File: config.mk
export PLATFORM = sky130hd
export DESIGN_NAME = block_led_sang_dan_tat_dan
export DESIGN_NICKNAME = d
export VERILOG_FILES = /design/src/rtl/block_led_sang_dan_tat_dan_pkg.sv /design/src/rtl/led_tick_gen.sv /design/src/rtl/block_led_sang_dan_tat_dan.sv
export SDC_FILE = /design/constraint.sdc
export NUM_CORES = 1
export LEC_CHECK = 0
export CAP_MARGIN = 25
export CORE_MARGIN = 10
export CORE_UTILIZATION = 43
export DETAILED_ROUTE_END_ITERATION = 6
export PLACE_DENSITY = 0.68
export RECOVER_POWER = 50
export SLEW_MARGIN = 20
export SYNTH_ARGS = -nofsm -noshare
export SYNTH_HDL_FRONTEND = slang
export SYNTH_HIERARCHICAL = 1
export SYNTH_SLANG_ARGS = --single-unit
File: constraint.sdc
create_clock -name clk_50M -period 7.6 [get_ports clk_50M]
set_clock_uncertainty 0.05 [all_clocks]
set_input_delay 1.14 -clock clk_50M [delete_from_list [all_inputs] [get_ports clk_50M]]
set_output_delay 1.14 -clock clk_50M [all_outputs]
set_load 0.1 [all_outputs]
File: src/rtl/block_led_sang_dan_tat_dan_pkg.sv
// Shared constants and the step-to-LED pattern mapping
// for the fill/drain LED chaser.
package block_led_sang_dan_tat_dan_pkg;

    localparam int unsigned CLK_DIV_DEFAULT = 25_000_000;
    localparam int unsigned STEP_COUNT      = 16;
    localparam int unsigned FULL_STEP       = 8;
    localparam int unsigned LED_WIDTH       = 8;
    localparam int unsigned STEP_W          = 4;
    localparam int unsigned CNT_W           = 32;

    typedef logic [STEP_W-1:0]    step_t;
    typedef logic [LED_WIDTH-1:0] led_t;
    typedef logic [CNT_W-1:0]     cnt_t;

    localparam step_t LAST_STEP = step_t'(STEP_COUNT - 1);
    localparam step_t FULL_IDX  = step_t'(FULL_STEP);

    // Steps up to FULL_STEP light LEDs from bit 0 upward; later steps
    // extinguish them starting again from bit 0.
    function automatic led_t led_pattern(input step_t s);
        led_t all_on;
        all_on = '1;
        if (s <= FULL_IDX) begin
            return ~(all_on << s);
        end
        return all_on << (s - FULL_IDX);
    endfunction

endpackage

File: src/rtl/led_tick_gen.sv
// Free-running divider that pulses tick for one clock
// every CLK_DIV clocks.
module led_tick_gen
    import block_led_sang_dan_tat_dan_pkg::*;
#(
    parameter int unsigned CLK_DIV = CLK_DIV_DEFAULT
) (
    input  logic clk_50M,
    input  logic reset,
    output logic tick
);

    localparam cnt_t LAST = cnt_t'(CLK_DIV - 1);

    cnt_t count_q = '0;
    cnt_t count_d;

    always_comb begin
        tick    = (count_q == LAST);
        count_d = tick ? '0 : count_q + cnt_t'(1);
    end

    always_ff @(posedge clk_50M or posedge reset) begin
        if (reset) begin
            count_q <= '0;
        end else begin
            count_q <= count_d;
        end
    end

endmodule

File: src/rtl/block_led_sang_dan_tat_dan.sv
// LED chaser: lights 8 LEDs one by one, then turns them off
// in the same order, one step per CLK_DIV clocks.
module block_led_sang_dan_tat_dan
    import block_led_sang_dan_tat_dan_pkg::*;
#(
    parameter int unsigned CLK_DIV = CLK_DIV_DEFAULT
) (
    input  logic                 clk_50M,
    input  logic                 reset,
    output logic [LED_WIDTH-1:0] out
);

    logic  tick;
    step_t s_q   = '0;
    step_t s_d;
    led_t  out_q = '0;
    led_t  out_d;

    led_tick_gen #(
        .CLK_DIV (CLK_DIV)
    ) u_tick (
        .clk_50M (clk_50M),
        .reset   (reset),
        .tick    (tick)
    );

    always_ff @(posedge clk_50M or posedge reset) begin
        if (reset) begin
            s_q   <= '0;
            out_q <= '0;
        end else begin
            s_q   <= s_d;
            out_q <= out_d;
        end
    end

    always_comb begin
        s_d = s_q;
        if (tick) begin
            s_d = (s_q == LAST_STEP) ? '0 : s_q + step_t'(1);
        end
    end

    // Pattern is taken from the next step so out moves on the tick edge.
    always_comb begin
        out_d = out_q;
        if (tick) begin
            out_d = led_pattern(s_d);
        end
    end

    assign out = out_q;

endmodule

* Word level (Yosys, flattened, before mapping)
Index checks and enable logic that the tools add are counted.
** Operators by class
- Add/sub/neg operators :: 3
- Multipliers :: 0
- Divide/modulo/power cells :: 0
- $lt $le $gt $ge :: 1
- Equality and inequality tests :: 2
- Shifts and indexed selects :: 2
- Multiplexer cells :: 7
- Bitwise operators :: 1
- Reduce and logical (&&, ||, !) cells :: 0
** Operator list (count)
- $add A32 B1 Y32 const B :: 1
- $eq A32 B25 Y1 const B :: 1
- $mux W32 :: 1
- $mux W8 :: 2
- $shl A8 B4 Y8 const A :: 2
- $mux W4 :: 2
- $not A8 Y8 :: 1
- $add A4 B1 Y4 const B :: 1
- $eq A4 B4 Y1 const B :: 1
- $le A4 B4 Y1 const B :: 1
- $sub A4 B4 Y4 const B :: 1
- $mux W1 :: 2
** Word-level totals
- Register bits after elaboration :: 44
- Bits in latches :: 0
- RAM bits :: 0
- ROM bits :: 0
- Input bits :: 2
- Word-level logic and storage cells :: 19
- Memories :: 0

* Depth between registers and ports, before layout
- Word-level depth :: 7
- Depth in mapped cells :: 10

* Hierarchy
Netlist, hierarchy kept.
** Modules (own cells, without submodules)
- led_tick_gen :: times used 1, cells each 169, area an instance 1671.6 um2
- block_led_sang_dan_tat_dan :: times used 1, cells each 58, area an instance 635.6 um2

* Worst setup path before layout
OpenSTA, ideal clock, no wires.
- Path type :: reg2reg
- From :: register u_tick.count_q[0]
- To :: register out_q[6] (netlist: out[6])
- Setup time :: 0.125 ns
- Arrival :: 2.196 ns
- Data required time :: 7.425 ns
- Path slack :: 5.229 ns
- Cell stages (with the launch flop) :: 11
- Buffers on the path :: 1
- Cells stage by stage :: dfrtp_1 -> ha_1 -> and2_1 -> nand4_1 -> nor4_1 -> buf_4 -> nand2_1 -> o21ai_2 -> o21ai_4 -> xor2_1 -> mux2_2
** Between the ends
- Longest elaborated chain between the ends :: 6
- Elaborated cells between the ends (all ways) :: 11
- Those cells by class :: add/sub: 1; order compare: 1; eq/ne: 1; shift: 2; mux: 5; bitwise: 1
** RTL lines
- start, declared :: line led_tick_gen.sv:15 : cnt_t count_q = '0;
- start signal, assigned :: line led_tick_gen.sv:27 : count_q <= count_d;
- $eq A32 B25 Y1 (*) :: line led_tick_gen.sv:19 : tick = (count_q == LAST);
- net tick :: line block_led_sang_dan_tat_dan.sv:13 : logic tick;
- $mux W4 (*) :: line block_led_sang_dan_tat_dan.sv:39 : if (tick) begin
- net s_d[3] :: line block_led_sang_dan_tat_dan.sv:15 : step_t s_d;
- branches (longest 3 deep; another with $sub A4 B4 Y4)
- $mux W8 (*) :: line block_led_sang_dan_tat_dan_pkg.sv:27 : return all_on << (s - FULL_IDX);
- end signal, assigned :: line block_led_sang_dan_tat_dan.sv:33 : out_q <= out_d;
- end, declared :: line block_led_sang_dan_tat_dan.sv:16 : led_t out_q = '0;
Mark *: on every way through the listed nets, which the timed path passes. The select of a mux whose other input is x is not followed.
A chain may end at the register's enable or synchronous reset.

* Worst setup path in the final report
- From :: register out_q[7] (netlist: out[7])
- To :: output out[7]
** RTL lines
- end, declared :: line block_led_sang_dan_tat_dan.sv:10 : output logic [LED_WIDTH-1:0] out
No word-level cell between the ends.

==> out/qor.csv <==
metric,value,unit
status,"complete, but fails checks",
failing checks,"capacitance limit, slew limit",
drt first-iter violations,161,
CP Max Fanout,2,
"antenna viol nets, final",0,
dominant synthesized flop cell,dfrtp_1,
WL final,4240,um
TritonCTS Sinks,44,
I/O Buffers,9,
cts repair resizes,0,
antenna violations before repair,0,
routed wire length per instance,13.9,um
final worst-path cycle share,0.392,
worst path cell trace,clkdlybuf4s50_1,
Die X,93.3,um
Post-Syn Area per Cell,10.2,um2
CP Class,register to output port,
WP data arrival,1.79,ns
peak supply drop,0.0613,mV
clk buf depth,2,
Starting Density,0.449,
largest family of logic cells by synthesized area,simple AND/OR/NAND/NOR gates,
Worst Path Required,6.41,ns
# nets final,239,
Antenna Cells,0,
Post-Syn Area,2310,um2
Setup-failing EPs final,0,
max incr delay on CP,1.14,ns
power per cell area,149,nW/um2
synth warn,6,
reg2reg setup slack,4.95,ns
postcts setup bufs,0,
routed via count,1667,
Synth top area share,0.477,
TNS Setup,0,ns
CTS Buf Count,5,
FMAX,335,MHz
io pins,10,
hold-fix buffers at CTS,0,
most frequent cells after synthesis,"dfrtp_1 (44), xor2_1 (17), nand2_1 (16), nor2_1 (16), a21oi_1 (14)",
leakage,1.09,nW
vias in the first global route,1545,
CP max stage cell,clkdlybuf4s50_1,
Yosys cell types,39,
endpoint class of the critical path,output port,
Clock transition at path regs,0.08,ns
most frequent cell after synthesis,dfrtp_1,
final instance area,2520,um2
Synth Area in Adders,0.0108,
largest net degree at the start of global routing,33,
Congestion Overflow GR,0,
hold depth,1,
"Core Util, Final",0.490,
share of flip-flops with an asynchronous set or reset,1.00,
minimum clock period,2.98,ns
RSZ-0062 raised after global routing,no,
Hold Path Sink,u_tick/count_q[0],
Core Rows,26,
max_cap viols,1,
via/cell ratio,5.47,
placed inst area,2440,um2
syn_nets,231,
global-route wire length before repair,7410,um
TritonRoute pass-1 iters,4,
TritonCTS clock tree,yes,
Die Ht,93.3,um
total chip power,0.376,mW
DRC viols,0,
"top cells by area, synth","dfrtp_1 (48%), xor2_1 (6.5%), xnor2_1 (4.9%), nand4_1 (3.3%), a21oi_1 (3.0%)",
"flops & latches, synth",44,
Worst setup SP type,register,
FF-to-FF path depth,10,
hold crit path type,register to register,
Area Overhead vs Synth,9.11,%
clock root buffer,clkbuf_8,
share of layout cells above drive strength 1,0.0979,
H-Tree Depth,2,
worst rel slew slack,-0.122,
hold_sp,u_tick/count_q[0],
GRT Util Overall,0.104,
reg2reg end,out[6],
post-synth top area cell,dfrtp_1,
multiplexer share of the synthesized area,0.0293,
R2R Path Start,u_tick/count_q[0],
"CP delay by family, top",buffers and inverters,
routability cong.,0.804,
Synth Area in XOR/XNOR,0.114,
Synth Area in Simple Gates,0.252,
DP Wirelength,3020,um
"EDFF count, synth",0,
core area,5140,um2
Worst-Margin Slew,1.68,ns
Die Area,8700,um2
Fin. Hold Viols,0,
Final Max Tran Viols,33,
gate count of the mapped netlist,227,
Compound-Gate Fraction of Synth Area,0.0786,
clk_lat worst skew,0.29,ns
number of buffers and inverters on the critical path,1,
register area share after synthesis,0.477,
layout make-up:
cell class              count  area [um2]
inverters                   6        22.5
clock inverters             2        12.5
well taps                  70        87.6
multi-input cells         167        1120
fillers                   518        2620
repair buffers             11         101
flip-flops and latches     44        1100
clock buffers               5        68.8
placed cells by master (no fill, tap or decap), drive strengths merged, types with 2 or more instances in the layout:
master	Yosys	final
dfrtp	44	44
xor2	17	17
nand2	16	16
nor2	16	16
a21oi	14	14
nand4	14	14
xnor2	13	13
nand3	11	11
o21ai	10	10
clkdlybuf4s50	0	8
nor3	8	8
nor4	7	7
mux2	6	6
inv	6	6
clkbuf	3	6
or4	6	6
and3	5	5
or3	5	5
o31ai	4	4
ha	2	2
and4	2	2
nor2b	2	2
flip-flops by register name, indices dropped and copies added, names as in the netlist:
register and cells:
u_tick/count_q 32, out 8, s_q 4
worst max-delay path by stage:
stage                                  from                  to  cells past startpoint
after floorplan           u_tick/count_q[0]              out[6]                     10
after global routing                  reset  u_tick/count_q[24]                      3
after detailed placement             out[5]              out[5]                      1
after global placement               out[7]              out[7]                      1
final                                out[7]              out[7]                      1
after CTS                            out[5]              out[5]                      1
cell families after synthesis:
group	Yosys count
and+or+nand+nor	99
DFF	44
AOI/OAI and AO/OA	30
xor gates and xnor gates	30
buffers and inverters	16
muxes	6
adders and majority gates	2
metrics by stage:
stage	hold WS (ns)	setup WS, ns	std cells
finish	0.432	4.62	305
detailed placement	0.422	4.92	298
global placement	0.409	4.93	298
floorplan	0.394	5.23	227
CTS	0.433	4.59	305
global route	0.471	4.25	305
power breakdown:
| part | switching (mW) | internal, mW |
|---|---|---|
| Clock | 0.0752 | 0.0622 |
| Combinational | 0.00449 | 0.000513 |
| Sequential | 0 | 0.234 |
metal layers:
layer	wire, um	track usage
met5	0	0
met4	61	0.0424
met3	190	0.0296
met2	1900	0.160
met1	2090	0.133
Power figures use the tool's default switching activity.
